===== config.mk =====
export PLATFORM = sky130hd
export DESIGN_NAME = control_divisor
export DESIGN_NICKNAME = d
export VERILOG_FILES = /design/src/rtl/control_divisor_pkg.sv /design/src/rtl/control_divisor_antirrebote.sv /design/src/rtl/control_divisor.sv
export SDC_FILE = /design/constraint.sdc
export NUM_CORES = 1
export LEC_CHECK = 0
export BUFFER_PORTS_ARGS = -buffer_cell sky130_fd_sc_hd__buf_2
export CAP_MARGIN = 0
export CELL_PAD_IN_SITES_DETAIL_PLACEMENT = 1
export CELL_PAD_IN_SITES_GLOBAL_PLACEMENT = 1
export CORE_ASPECT_RATIO = 0.6
export CORE_UTILIZATION = 43
export CTS_BUF_LIST = sky130_fd_sc_hd__clkbuf_4
export DETAILED_ROUTE_END_ITERATION = 12
export PLACE_DENSITY_LB_ADDON = 0.1
export SYNTH_ARGS = -nofsm -noshare
export SYNTH_HDL_FRONTEND = slang
export SYNTH_SLANG_ARGS = --single-unit

===== constraint.sdc =====
create_clock -name clk -period 1.9 [get_ports clk]
set_input_delay 0.475 -clock clk [delete_from_list [all_inputs] [get_ports clk]]
set_output_delay 0.475 -clock clk [all_outputs]
set_load 0.005 [all_outputs]

===== src/rtl/control_divisor_pkg.sv =====
// Shared constants for the divider sequencing controller: FSM state
// encodings and LED mux select codes.
package control_divisor_pkg;

    typedef enum logic [2:0] {
        S_NUM = 3'd0,
        S_DEN = 3'd1,
        S_RUN = 3'd2,
        S_RES = 3'd3,
        S_REM = 3'd4,
        S_ERR = 3'd5
    } state_t;

    localparam logic [1:0] SEL_NUM = 2'b00;
    localparam logic [1:0] SEL_DEN = 2'b01;
    localparam logic [1:0] SEL_RES = 2'b10;
    localparam logic [1:0] SEL_REM = 2'b11;

endpackage


===== src/rtl/control_divisor_antirrebote.sv =====
// Button conditioner: 2-FF synchronizer, debounce counter and a one-cycle
// pulse on the released->pressed transition of an active-low button.
module antirrebote #(
    parameter int DEB_CYCLES = 4
) (
    input  logic clk,
    input  logic rst,
    input  logic raw,
    output logic press
);

    localparam int CW = (DEB_CYCLES > 1) ? $clog2(DEB_CYCLES + 1) : 1;
    localparam logic [CW-1:0] CNT_LAST = CW'(DEB_CYCLES - 1);

    logic          sync1_r;
    logic          sync2_r;
    logic          level_r;
    logic          press_r;
    logic [CW-1:0] cnt_r;

    // Synchronize, count disagreement cycles and flip the accepted level.
    always_ff @(posedge clk or negedge rst) begin
        if (!rst) begin
            sync1_r <= 1'b1;
            sync2_r <= 1'b1;
            level_r <= 1'b1;
            press_r <= 1'b0;
            cnt_r   <= '0;
        end else begin
            sync1_r <= raw;
            sync2_r <= sync1_r;
            press_r <= 1'b0;
            if (sync2_r == level_r) begin
                cnt_r <= '0;
            end else if (cnt_r == CNT_LAST) begin
                // Accepting a low level is a press; accepting a high is silent.
                level_r <= sync2_r;
                cnt_r   <= '0;
                press_r <= ~sync2_r;
            end else begin
                cnt_r <= cnt_r + CW'(1);
            end
        end
    end

    assign press = press_r;

endmodule


===== src/rtl/control_divisor.sv =====
// Sequencing controller for the 4-bit divider: button conditioning,
// counter steering, divider start/done handshake with timeout, error trap.
module control_divisor
    import control_divisor_pkg::*;
#(
    parameter int DEB_CYCLES = 4,
    parameter int TIMEOUT    = 31
) (
    input  logic       clk,
    input  logic       rst,
    input  logic       up,
    input  logic       down,
    input  logic       ok,
    input  logic [3:0] den,
    input  logic       div_done,
    output logic       en_num,
    output logic       en_den,
    output logic       inc,
    output logic       dec,
    output logic       div_start,
    output logic [1:0] sel,
    output logic       err,
    output logic       busy
);

    localparam logic [4:0] TMO_LAST = 5'(TIMEOUT - 1);

    logic up_p;
    logic down_p;
    logic ok_p;
    logic up_act;
    logic down_act;

    state_t     state_r;
    state_t     state_nx;
    logic [4:0] tmo_r;
    logic [4:0] tmo_nx;

    logic [1:0] sel_r,    sel_nx;
    logic       en_num_r, en_num_nx;
    logic       en_den_r, en_den_nx;
    logic       busy_r,   busy_nx;
    logic       err_r,    err_nx;

    antirrebote #(.DEB_CYCLES(DEB_CYCLES)) u_deb_up   (.clk(clk), .rst(rst), .raw(up),   .press(up_p));
    antirrebote #(.DEB_CYCLES(DEB_CYCLES)) u_deb_down (.clk(clk), .rst(rst), .raw(down), .press(down_p));
    antirrebote #(.DEB_CYCLES(DEB_CYCLES)) u_deb_ok   (.clk(clk), .rst(rst), .raw(ok),   .press(ok_p));

    // ok wins over up/down; simultaneous up and down cancel out.
    assign up_act   = up_p & ~down_p & ~ok_p;
    assign down_act = down_p & ~up_p & ~ok_p;

    // Next-state logic plus the decoded inc/dec/div_start strobes.
    always_comb begin
        state_nx  = state_r;
        tmo_nx    = 5'd0;
        inc       = 1'b0;
        dec       = 1'b0;
        div_start = 1'b0;
        case (state_r)
            S_NUM: begin
                inc = up_act;
                dec = down_act;
                if (ok_p) state_nx = S_DEN;
                else      state_nx = S_NUM;
            end
            S_DEN: begin
                inc = up_act;
                dec = down_act;
                if (ok_p) begin
                    if (den == 4'd0) begin
                        state_nx = S_ERR;
                    end else begin
                        state_nx  = S_RUN;
                        div_start = 1'b1;
                    end
                end else begin
                    state_nx = S_DEN;
                end
            end
            S_RUN: begin
                if (div_done) begin
                    state_nx = S_RES;
                end else if (tmo_r == TMO_LAST) begin
                    state_nx = S_ERR;
                end else begin
                    state_nx = S_RUN;
                    tmo_nx   = tmo_r + 5'd1;
                end
            end
            S_RES: begin
                if (ok_p) state_nx = S_REM;
                else      state_nx = S_RES;
            end
            S_REM: begin
                if (ok_p) state_nx = S_NUM;
                else      state_nx = S_REM;
            end
            S_ERR: begin
                if (ok_p) state_nx = S_NUM;
                else      state_nx = S_ERR;
            end
            default: begin
                state_nx = S_NUM;
            end
        endcase
    end

    // Output levels for the upcoming state, registered alongside it.
    always_comb begin
        sel_nx    = SEL_NUM;
        en_num_nx = 1'b0;
        en_den_nx = 1'b0;
        busy_nx   = 1'b0;
        err_nx    = 1'b0;
        case (state_nx)
            S_NUM:   begin sel_nx = SEL_NUM; en_num_nx = 1'b1; end
            S_DEN:   begin sel_nx = SEL_DEN; en_den_nx = 1'b1; end
            S_RUN:   begin sel_nx = SEL_RES; busy_nx   = 1'b1; end
            S_RES:   begin sel_nx = SEL_RES; end
            S_REM:   begin sel_nx = SEL_REM; end
            S_ERR:   begin sel_nx = SEL_RES; err_nx    = 1'b1; end
            default: begin sel_nx = SEL_NUM; en_num_nx = 1'b1; end
        endcase
    end

    // State, timeout counter and registered outputs.
    always_ff @(posedge clk or negedge rst) begin
        if (!rst) begin
            state_r  <= S_NUM;
            tmo_r    <= 5'd0;
            sel_r    <= SEL_NUM;
            en_num_r <= 1'b1;
            en_den_r <= 1'b0;
            busy_r   <= 1'b0;
            err_r    <= 1'b0;
        end else begin
            state_r  <= state_nx;
            tmo_r    <= tmo_nx;
            sel_r    <= sel_nx;
            en_num_r <= en_num_nx;
            en_den_r <= en_den_nx;
            busy_r   <= busy_nx;
            err_r    <= err_nx;
        end
    end

    assign sel    = sel_r;
    assign en_num = en_num_r;
    assign en_den = en_den_r;
    assign busy   = busy_r;
    assign err    = err_r;

endmodule


# Word level (Yosys, flattened, before mapping)

Cells that the tools add are included.

ROM bits: 0
Memories kept: 0
RAM bits: 0
Bits in latches: 0
Flip-flop bits (word level): 35

Add/sub/neg operators: 4
$lt $le $gt $ge: 0
Multiplexer cells: 34
Reduce and logical (&&, ||, !) cells: 8
Multiply operators: 0
Equal/unequal tests: 17
Shifts and indexed selects: 0
Bitwise gates (word level): 13
Divide/modulo/power cells: 0

Operators with widths:

| operator            | number |
|---|---|
| $mux 3              | 13 |
| $eq 3x2->1 const B  | 7 |
| $pmux 3 s6          | 1 |
| $mux 1              | 16 |
| $mux 5              | 3 |
| $eq 3x3->1 const B  | 4 |
| $add 3x1->3 const B | 3 |
| $not 1->1           | 9 |
| $eq 3x1->1 const B  | 2 |
| $pmux 2 s3          | 1 |
| $reduce_and 2->1    | 3 |
| $add 5x1->5 const B | 1 |
| $eq 5x5->1 const B  | 1 |
| $reduce_or 5->1     | 1 |
| $and 1x1->1         | 4 |
| $logic_not 4->1     | 1 |
| $eq 1x1->1          | 3 |
| $logic_not 3->1     | 1 |
| $reduce_or 3->1     | 1 |
| $reduce_or 2->1     | 1 |

# Longest topological paths before layout

Gate-level depths: netlist (run 1).

Word-level depth: 7
Depth in mapped cells: 9
Mapped depth without buffers: 9

# Modules after synthesis

From an unflattened synthesis (run 1), not the netlist that was laid out.

Cells, all modules: 105
Area, all modules: 1478.9 µm²

Modules (own cells, without submodules):

| module          | area an instance (µm²) | cells each | times used |
|---|---|---|---|
| antirrebote     | 265.3                  | 15         | 3 |
| control_divisor | 683.2                  | 60         | 1 |

# Least setup slack after synthesis (run 1)

OpenSTA, ideal clock, no wires.

Path type: input -> register
Start: input port den[1]
End: register sel_r[0], in the netlist sel[0]
Stages on the path: 6
Arrival: 1945 ps
Required time: 1824 ps
Slack: -122 ps
Buffers on the path: 0
Cells stage by stage: nor4_4 -> nor4_2 -> a311oi_4 -> ha_1 -> or3_1 -> o21ai_1

Longest elaborated chain between the ends: 7
Elaborated cells on any way between the ends: 11

RTL lines:

| element                                  | line                   | source |
|---|---|---|
| from (decl)                              | control_divisor.sv:14  | `input logic [3:0] den,` |
| $logic_not 4->1 (*)                      | control_divisor.sv:71  | `if (den == 4'd0) begin` |
| $mux 3 (*)                               | control_divisor.sv:71  |  |
| $mux 3 (*)                               | control_divisor.sv:70  | `if (ok_p) begin` |
| $pmux 3 s6 (*)                           | control_divisor.sv:60  | `case (state_r)` |
| $eq 3x3->1 or $eq 3x2->1 (tied branches) | control_divisor.sv:116 | `case (state_nx)` |
| $reduce_or 3->1 (no line)                | n/a                    |  |
| $pmux 2 s3 (*)                           | control_divisor.sv:116 |  |
| net sel_nx[0]                            | control_divisor.sv:39  | `logic [1:0] sel_r, sel_nx;` |
| to (signal assigned)                     | control_divisor.sv:140 | `sel_r <= sel_nx;` |
| to (decl)                                | control_divisor.sv:39  |  |

The timed path passes the listed nets; every way through them passes the cells marked *.
A chain may end at the register's enable or synchronous reset.

# Final worst setup path (run 1)

Start: register tmo_r[0]
End: register sel_r[0], in the netlist sel[0]

Longest elaborated chain between the ends: 7
Elaborated cells on any way between the ends: 11

RTL lines:

| element                                  | line                   | source |
|---|---|---|
| from (decl)                              | control_divisor.sv:36  | `logic [4:0] tmo_r;` |
| from (signal assigned)                   | control_divisor.sv:139 | `tmo_r <= tmo_nx;` |
| $eq 5x5->1 (*)                           | control_divisor.sv:84  | `end else if (tmo_r == TMO_LAST) begin` |
| $mux 3 (*)                               | control_divisor.sv:84  |  |
| $mux 3 (*)                               | control_divisor.sv:82  | `if (div_done) begin` |
| $pmux 3 s6 (*)                           | control_divisor.sv:60  |  |
| $eq 3x3->1 or $eq 3x2->1 (tied branches) | control_divisor.sv:116 |  |
| $reduce_or 3->1 (no line)                | n/a                    |  |
| $pmux 2 s3 (*)                           | control_divisor.sv:116 |  |
| net sel_nx[0]                            | control_divisor.sv:39  |  |

Marks and branches as above.

==> results.yml, run 1 <==
run_status:
  status: "complete, but fails checks"
  violations: "setup timing"
worst_setup_path:
  crit_type: "reg -> reg"
  crit_fanout: 2
  reg2reg_from: "tmo_r[0]$_DFF_PN0_"
  required_ns: 2.17
  r2r_cells: 8
  endpoint_kind: "flip-flop"
  cp-start-kind: "flip-flop"
  reg2reg_slack_ns: -0.12
  crit-reg2reg-capture: "sel[0]$_DFF_PN0_"
  arrival_ns: 2.29
  crit_end: "sel[0]$_DFF_PN0_"
  crit_start: "tmo_r[0]$_DFF_PN0_"
sta:
  period_needed_ns: 2.02
  hold_viol: 0
  worstMarginPinSlew_ns: 0.743
  worst_slack_ns: -0.120
  rsz0062_at_grt: "true"
  drv_slew: 0
  setup_viol: 4
  timing.max_slew.rel_slack: 0.505
  clock_skew_ns: 0.0147
  finalCritPeriodShare: 1.06
  max_freq_mhz: 495
synthesis:
  synth_cells: 110
  synth_edf_count: 0
  syn_nets: 126
  yosysWarnings: 0
  ys_seq_area_frac: 0.611
  syn_area_per_cell_um2: 13.2
  synthTopCellsByCount: "dfrtp_1, dfstp_2, nor2_1"
  synth_top_area_frac: 0.430
  synth_cell_type_count: 33
  synth_area_leaders: "dfrtp_1, dfstp_2, ha_1"
  ys.flop_type: "dfrtp_1"
  synth_most_common_cell: "dfrtp_1"
  async_flop_share: 1.00
  syn_area_um2: 1450
  ys_ff_latch: 35
  synth_top_area_cell: "dfrtp_1"
routing:
  viasPerCell: 5.09
  num_vias: 988
  drt-total-wl_um: 3210
  route.detailed.wl_per_inst_um: 16.5
  drt-initial-drc-count: 49
  antenna_left: 0
  drcViolationCount: 0
  drtPass1Iterations: 3
power:
  powerDensity_nw_per_um2: 1130
  ir_drop_mv: 0.506
  leakage_nw: 0.865
placement:
  dp.cells: 178
  pre_cts_ws_ns: -0.200
  dp_hpwl_um: 2100
  port_buffers: 18
  place.gp.congestion: 0.776
floorplanning:
  die_area_um2: 3630
  start_util: 0.478
  die_h_um: 47.0
  core-area_um2: 3040
  row_count: 15
  die_x_um: 77.1
  io_pins: 19
final_layout:
  nNetsFinal: 167
  drive_gt1_frac: 0.474
  syn2layout_area_growth_pct: 26.3
  antenna_cells: 0
  n_fill_cell: 332
  final_cell_count_no_fill: 194
global_route:
  grt_use_total: 0.207
  grt_pass1_wl_um: 5290
  grt_antenna_before_repair: 0
  grt_max_degree: 36
  grt_pass1_vias: 1079
  gr-total-overflow: 0
clocking:
  ctsHoldBuffers: 0
  cts.path.max_buffers: 2
  clock_sinks: 35
  cts_buffers: 5
  path_clk_slew_ns: 0.11
  ctsRootBufferMaster: "clkbuf_4"
  cts_tree: "built"
  clk_latency_ns: 0.33
  htree_levels: 2
hold_path:
  hold_path_class: "in -> async"
job:
  maxCapViolations: 0
## sequential cells by signal, summed over array words and instances, names as in the netlist, 2 cells and up
name and cells:
state_r 3, u_deb_up.cnt_r 3, tmo_r 5, u_deb_down.cnt_r 3, u_deb_ok.cnt_r 3, sel 2
## critical path, cell delays in order (launching register included)
cell      delay, ns
dfrtp_1        0.40
inv_1          0.06
ha_2           0.18
nand4_1        0.12
o21a_1         0.25
a311oi_4       0.24
ha_1           0.29
or3_1          0.34
o21ai_1        0.08
## power breakdown
| group | internal, mW | switching, mW |
|---|---|---|
| logic | 0.333 | 0.311 |
| clock network | 0.173 | 0.234 |
| registers | 0.926 | 0.0976 |
| total | 1.43 | 0.643 |
## kinds of logic (layout without fill, tap and decap cells)
group,count (synthesis),count (layout),share of synthesized area
AO/OA/AOI/OAI,10,10,0.0559
buffers and inverters,7,49,0.0207
flip-flops,35,35,0.611
AND/OR/NAND/NOR,43,43,0.201
adder cells (fa/ha/maj),6,6,0.0516
multiplexers,3,3,0.0232
XOR/XNOR,6,6,0.0361
## cell usage in the layout (no fill, tap or decap), types with 3 or more instances in the layout
| cell | instances |
|---|---|
| and3b_1 | 3 |
| buf_2 | 17 |
| buf_4 | 17 |
| clkbuf_4 | 7 |
| dfrtp_1 | 23 |
| dfstp_2 | 10 |
| ha_1 | 5 |
| inv_1 | 6 |
| mux2_2 | 3 |
| nor2_1 | 9 |
| nor2b_1 | 5 |
| nor3_1 | 3 |
| nor3b_1 | 5 |
| xnor2_1 | 4 |
## routing by layer
layer  global-route usage  wire (um)  up-vias
met4               0.0830         34        0
met5                    0          0        -
met2                0.396       1650       20
met1                0.236       1410      504
li1                     -          -      460
met3               0.0524        110        4
## layout make-up
type,count,area (um^2),area share
clock buffer,7,52.6,0.0286
clock inverter,1,5.00,0.00272
inverter,6,22.5,0.0123
multi-input combinational,68,589,0.321
sequential,35,891,0.485
tap,42,52.6,0.0286
timing repair buffer,35,224,0.122
## per-stage QoR
stage	util	TNS, ns	hold WS, ns	power, mW	cell area (um^2)
floorplan	-	-0.106	0.179	1.35	1460
CTS	0.597	-0.294	0.222	2.07	1810
detailed placement	0.546	-0.200	0.349	1.55	1660
global route	0.604	-0.708	0.214	2.19	1840
finish	0.604	-0.330	0.189	2.07	1840
global placement	0.546	-0.111	0.346	1.50	1660
## how the worst min path moves through the flow
stage / from / endpoint / slack, ns / cells past startpoint
2_1_floorplan: rst / busy$_DFF_PN0_ / 0.18 / 0
6_report: rst / busy$_DFF_PN0_ / 0.19 / 1
5_1_grt: down / u_deb_down.sync1_r$_DFF_PN1_ / 0.21 / 1
3_5_place_dp: u_deb_down.sync1_r$_DFF_PN1_ / u_deb_down.sync2_r$_DFF_PN1_ / 0.35 / 0
3_3_place_gp: u_deb_up.sync1_r$_DFF_PN1_ / u_deb_up.sync2_r$_DFF_PN1_ / 0.35 / 0
4_1_cts: rst / busy$_DFF_PN0_ / 0.22 / 1
## timing repair
item | in CTS | in global routing
cloned | 0 | 0
pin swaps | 6 | 1
gates resized for setup | 10 | 3
setup endpoints to repair | 4 | 5
buffers inserted | 7 | 1
endpoints found under the hold margin | 0 | 0
(Power assumes the default switching activity.)
==> run 2, diff against run 1 <==
Settings changed: CORE_MARGIN set to 3.
==> results.yml, run 2 (same netlist as run 1, synthesis figures left out) <==
final_layout:
  syn2layout_area_growth_pct: 26.2
  regArea_um2: 890
  multiInputGateArea_um2: 576
  antenna_cells: 0
  n_fill_cell: 325
  final_cell_mix: "dfrtp_1, buf_2, buf_4"
  nNetsFinal: 168
  stdcell_area_um2: 1840
  drive_gt1_frac: 0.444
  max_flop_register: "tmo_r"
  final_common_cell: "dfrtp_1"
  largest_register_ffs: 5
worst_setup_path:
  critPathSlowestCell: "dfrtp_1"
  path_delay_family: "simple AND/OR/NAND/NOR gates"
  slowest_delay_ns: 0.40
  critical_path_buf_inv_count: 1
  path_cells: "ha_2 -> and4_1 -> a22oi_2 -> and2_4 -> inv_1 -> ha_1 -> or3_1 -> o21ai_1"
  cp-start-kind: "flip-flop"
  cp.depth: 8
  crit_fanout: 2
  required_ns: 2.15
  endpoint_kind: "flip-flop"
  arrival_ns: 2.28
  r2r_cells: 8
  crit_type: "reg -> reg"
sta:
  clock_skew_ns: 0.00785
  drv_slew: 0
  timing.max_slew.rel_slack: 0.700
  finalCritPeriodShare: 1.07
  max_freq_mhz: 493
  worstMarginPinSlew_ns: 0.449
  period_needed_ns: 2.03
  setup_viol: 4
  worst_slack_ns: -0.127
  hold_viol: 0
  rsz0062_at_grt: "true"
clocking:
  cts.path.max_buffers: 2
  clock_sinks: 35
  htree_levels: 2
  cts_buffers: 5
  clk_latency_ns: 0.33
  cts_tree: "built"
  ctsRootBufferMaster: "clkbuf_4"
  path_clk_slew_ns: 0.11
global_route:
  grt_max_degree: 36
  grt_antenna_before_repair: 0
  grt_pass1_wl_um: 5130
  grt_pass1_vias: 1058
  grt_use_total: 0.173
  gr-total-overflow: 0
floorplanning:
  die_area_um2: 4140
  die_x_um: 81.1
  start_util: 0.478
  io_pins: 19
  row_count: 15
  die_h_um: 51.0
  core-area_um2: 3040
hold_path:
  hold_path_class: "in -> async"
routing:
  drt-total-wl_um: 2990
  drtPass1Iterations: 4
  viasPerCell: 4.85
  antenna_left: 0
  route.detailed.wl_per_inst_um: 15.3
  num_vias: 946
  drt-initial-drc-count: 43
  drcViolationCount: 0
power:
  switchingPower_mw: 0.649
  ir_drop_mv: 0.588
  pwr-share-clk: 0.186
  power.total_mw: 2.11
  powerDensity_nw_per_um2: 1150
  sw_frac_of_total: 0.307
  leakage_nw: 0.872
  p_int_mw: 1.46
  power_frac_seq: 0.479
  p_comb_frac: 0.335
placement:
  port_buffers: 18
  place.gp.congestion: 0.739
  dp_hpwl_um: 1990
  placed_cell_area_um2: 1660
job:
  maxCapViolations: 0
run_status:
  status: "complete, but fails checks"
  violations: "setup timing"
==> run 2: worst paths after layout <==
path | startpoint | slack (ns) | to
hold / removal | rst | 0.16 | sel[1]$_DFF_PN0_
setup reg to reg | tmo_r[1]$_DFF_PN0_ | -0.13 | sel[0]$_DFF_PN0_
min in group clk | up | 0.23 | u_deb_up.sync1_r$_DFF_PN1_
max in group asynchronous | rst | 1.40 | u_deb_ok.sync1_r$_DFF_PN1_
hold reg to reg | u_deb_ok.sync1_r$_DFF_PN1_ | 0.36 | u_deb_ok.sync2_r$_DFF_PN1_
setup / recovery | tmo_r[1]$_DFF_PN0_ | -0.13 | sel[0]$_DFF_PN0_
==> run 2: layer usage <==
metal  GRT usage  routed length [um]
met5           0                   0
met4      0.0590                  16
met3      0.0599                 161
met2       0.279                1440
met1       0.218                1380
==> run 2: repair_timing <==
action                                  CTS  global route
pin swaps                                 7             1
resized for setup                         5             3
buffers inserted                          7             2
hold buffers                              0             0
endpoints found under the setup margin    4             4
==> run 2: power groups by stage <==
| stage | registers, mW | logic (mW) | clock network [mW] |
|---|---|---|---|
| after CTS | 1.01 | 0.647 | 0.407 |
| final | 1.01 | 0.708 | 0.392 |
| after global placement | 1.01 | 0.495 | 0 |
| after global routing | 1.03 | 0.793 | 0.459 |
| after detailed placement | 1.03 | 0.530 | 0 |
| after floorplan | 1.00 | 0.346 | 0 |
==> run 2: area by class of cell <==
| class | instances | share of cell area |
|---|---|---|
| well taps | 42 | 0.0286 |
| repair buffers | 36 | 0.132 |
| clock buffers | 6 | 0.0245 |
| clock inverters | 2 | 0.00477 |
| multi-input cells | 68 | 0.314 |
| flip-flops and latches | 35 | 0.485 |
| inverters | 6 | 0.0123 |
==> run 2: per-stage QoR <==
| step | TNS, ns | utilization | std cells | hold WS [ns] | worst slack (ns) |
|---|---|---|---|---|---|
| after floorplan | -0.106 | - | 110 | 0.179 | -0.106 |
| after global placement | -0.115 | 0.546 | 178 | 0.346 | -0.115 |
| after detailed placement | -0.185 | 0.546 | 178 | 0.347 | -0.185 |
| after CTS | -0.358 | 0.590 | 193 | 0.162 | -0.118 |
| after global routing | -0.731 | 0.604 | 195 | 0.155 | -0.222 |
| final | -0.372 | 0.604 | 195 | 0.157 | -0.127 |
==> run 3, diff against run 2 <==
Settings changed: ABC_AREA set to 1, CORE_UTILIZATION 43 to 42, REMOVE_ABC_BUFFERS set to 1.
==> results.yml, run 3 <==
power:
  powerDensity_nw_per_um2: 1320
  leakage_nw: 0.852
  ir_drop_mv: 0.638
worst_setup_path:
  crit_end: "inc"
  crit_fanout: 4
  crit-reg2reg-capture: "sel[0]$_DFF_PN0_"
  crit_start: "state_r[2]$_DFF_PN0_"
  required_ns: 1.42
  reg2reg_slack_ns: 0.17
  crit_type: "reg -> out"
  cp-start-kind: "flip-flop"
  reg2reg_from: "state_r[2]$_DFF_PN0_"
  r2r_cells: 11
  arrival_ns: 1.40
  endpoint_kind: "output pin"
global_route:
  grt_pass1_wl_um: 4570
  grt_antenna_before_repair: 0
  grt_pass1_vias: 1012
  use_met1: 0.179
  grt-busiest-layer: "met2"
  grt_use_total: 0.139
  use_met3: 0.0487
  use_met2: 0.219
  gr-total-overflow: 0
  grt_max_degree: 36
sta:
  hold_viol: 0
  clock_skew_ns: 0.00514
  period_needed_ns: 1.88
  drv_slew: 0
  final.setup.tns_ns: 0
  rsz0062_at_grt: "true"
  worstMarginPinSlew_ns: 0.740
  timing.max_slew.rel_slack: 0.506
  setup_viol: 0
  worst_slack_ns: 0.0203
  finalCritPeriodShare: 0.989
  max_freq_mhz: 532
synthesis:
  synth_top_area_frac: 0.417
  syn_area_per_cell_um2: 10.4
  synth_simple_gate_area_frac: 0.244
  async_flop_share: 1.00
  yosysWarnings: 0
  synth_most_common_cell: "dfrtp_1"
  ys_seq_area_frac: 0.593
  ys_ff_latch: 35
  synth_cell_type_count: 24
  syn_area_um2: 1500
  synth_area_leaders: "dfrtp_1, dfstp_2, nand2_1"
  synth_cells: 144
  synth_edf_count: 0
  synth_top_family_by_area: "simple AND/OR/NAND/NOR gates"
  synth_adder_area_share: 0.0501
  synth.area.mux_share: 0
  synth_top_area_cell: "dfrtp_1"
  synthTopCellsByCount: "dfrtp_1, nand2_1, nor2_1"
  synth-compound-area-share: 0.0309
  ys.flop_type: "dfrtp_1"
  synth_xor_area_frac: 0.0351
floorplanning:
  io_pins: 19
  die_x_um: 83.1
  row_count: 16
  start_util: 0.448
  core-area_um2: 3340
  die_h_um: 52.3
  die_area_um2: 4350
placement:
  port_buffers: 18
  pre_cts_ws_ns: 0.219
  place.gp.congestion: 0.700
  dp_hpwl_um: 2070
  placed_cell_area_um2: 1650
final_layout:
  syn2layout_area_growth_pct: 15.7
  fin_util: 0.519
  n_fill_cell: 387
  multiInputGateArea_um2: 548
  stdcell_area_um2: 1730
  nNetsFinal: 188
  regArea_um2: 888
  antenna_cells: 0
  final_cell_mix: "dfrtp_1, nand2_1, nor2_1"
  max_flop_register: "tmo_r"
  drive_gt1_frac: 0.329
  final_common_cell: "dfrtp_1"
  largest_register_ffs: 5
run_status:
  status: "finished, final reports clean"
routing:
  drt-initial-drc-count: 64
  route.detailed.wl_per_inst_um: 12.3
  num_vias: 983
  drt-total-wl_um: 2670
  viasPerCell: 4.51
  drtPass1Iterations: 4
  drcViolationCount: 0
  antenna_left: 0
clocking:
  cts_tree: "built"
  ctsHoldBuffers: 0
  clock_sinks: 35
  cts_buffers: 5
  path_clk_slew_ns: 0.10
  ctsRootBufferMaster: "clkbuf_4"
  cts.path.max_buffers: 2
  htree_levels: 2
  clk_latency_ns: 0.33
job:
  maxCapViolations: 0
hold_path:
  hold_path_class: "in -> async"
[run 3: how the worst min path moves through the flow]
stage,cells past startpoint,to,slack [ns],startpoint
4_1_cts,1,u_deb_down.cnt_r[0]$_DFF_PN0_,0.21,rst
6_report,1,u_deb_down.cnt_r[0]$_DFF_PN0_,0.20,rst
3_5_place_dp,0,u_deb_up.sync2_r$_DFF_PN1_,0.35,u_deb_up.sync1_r$_DFF_PN1_
3_3_place_gp,0,u_deb_up.sync2_r$_DFF_PN1_,0.35,u_deb_up.sync1_r$_DFF_PN1_
2_1_floorplan,0,busy$_DFF_PN0_,0.18,rst
5_1_grt,1,u_deb_down.sync1_r$_DFF_PN1_,0.20,down
[run 3: layout make-up]
type / count / share of cell area
flip-flops and latches: 35 / 0.512
clock buffers: 7 / 0.0303
repair buffers: 21 / 0.0649
clock inverters: 1 / 0.00289
well taps: 45 / 0.0325
inverters: 19 / 0.0411
multi-input cells: 90 / 0.316
[run 3: kinds of logic after synthesis]
family                   after synthesis
buffers and inverters                 19
AND/OR/NAND/NOR                       71
XOR/XNOR                               6
flip-flops                            35
adder cells (fa/ha/maj)                6
AO/OA/AOI/OAI                          7
[run 3: timing repair]
| action | 4_1_cts | 5_1_grt |
|---|---|---|
| pin swaps | 0 | 1 |
| buffers inserted | 1 | 2 |
| gates resized for setup | 1 | 2 |
| endpoints found under the setup margin | 2 | 3 |
[run 3: worst max-delay path, stage by stage (launching register included)]
cell and delay (ns):
dfrtp_1 0.44, inv_1 0.09, nand2_1 0.07, o21ai_1 0.13
inv_1 0.08, nor4_2 0.13, buf_2 0.15
[run 3: where the power goes]
group | leakage (nW) | total, mW | internal, mW | switching [mW]
clock | 0.0361 | 0.403 | 0.173 | 0.230
combinational | 0.380 | 0.812 | 0.332 | 0.480
sequential | 0.436 | 1.07 | 0.961 | 0.109
[run 3: stage by stage]
step           hold WS, ns  instances  total power, mW
6_report             0.197        218             2.29
5_1_grt              0.200        218             2.48
4_1_cts              0.208        216             2.29
3_5_place_dp         0.347        207             1.86
3_3_place_gp         0.346        207             1.82
2_1_floorplan        0.179        144             1.64
[run 3: metal layers]
| metal | share of wire | up-vias |
|---|---|---|
| met1 | 0.51 | 457 |
| met4 | 0.014 | 0 |
| met5 | 0 | - |
| li1 | - | 505 |
| met2 | 0.44 | 16 |
| met3 | 0.043 | 5 |
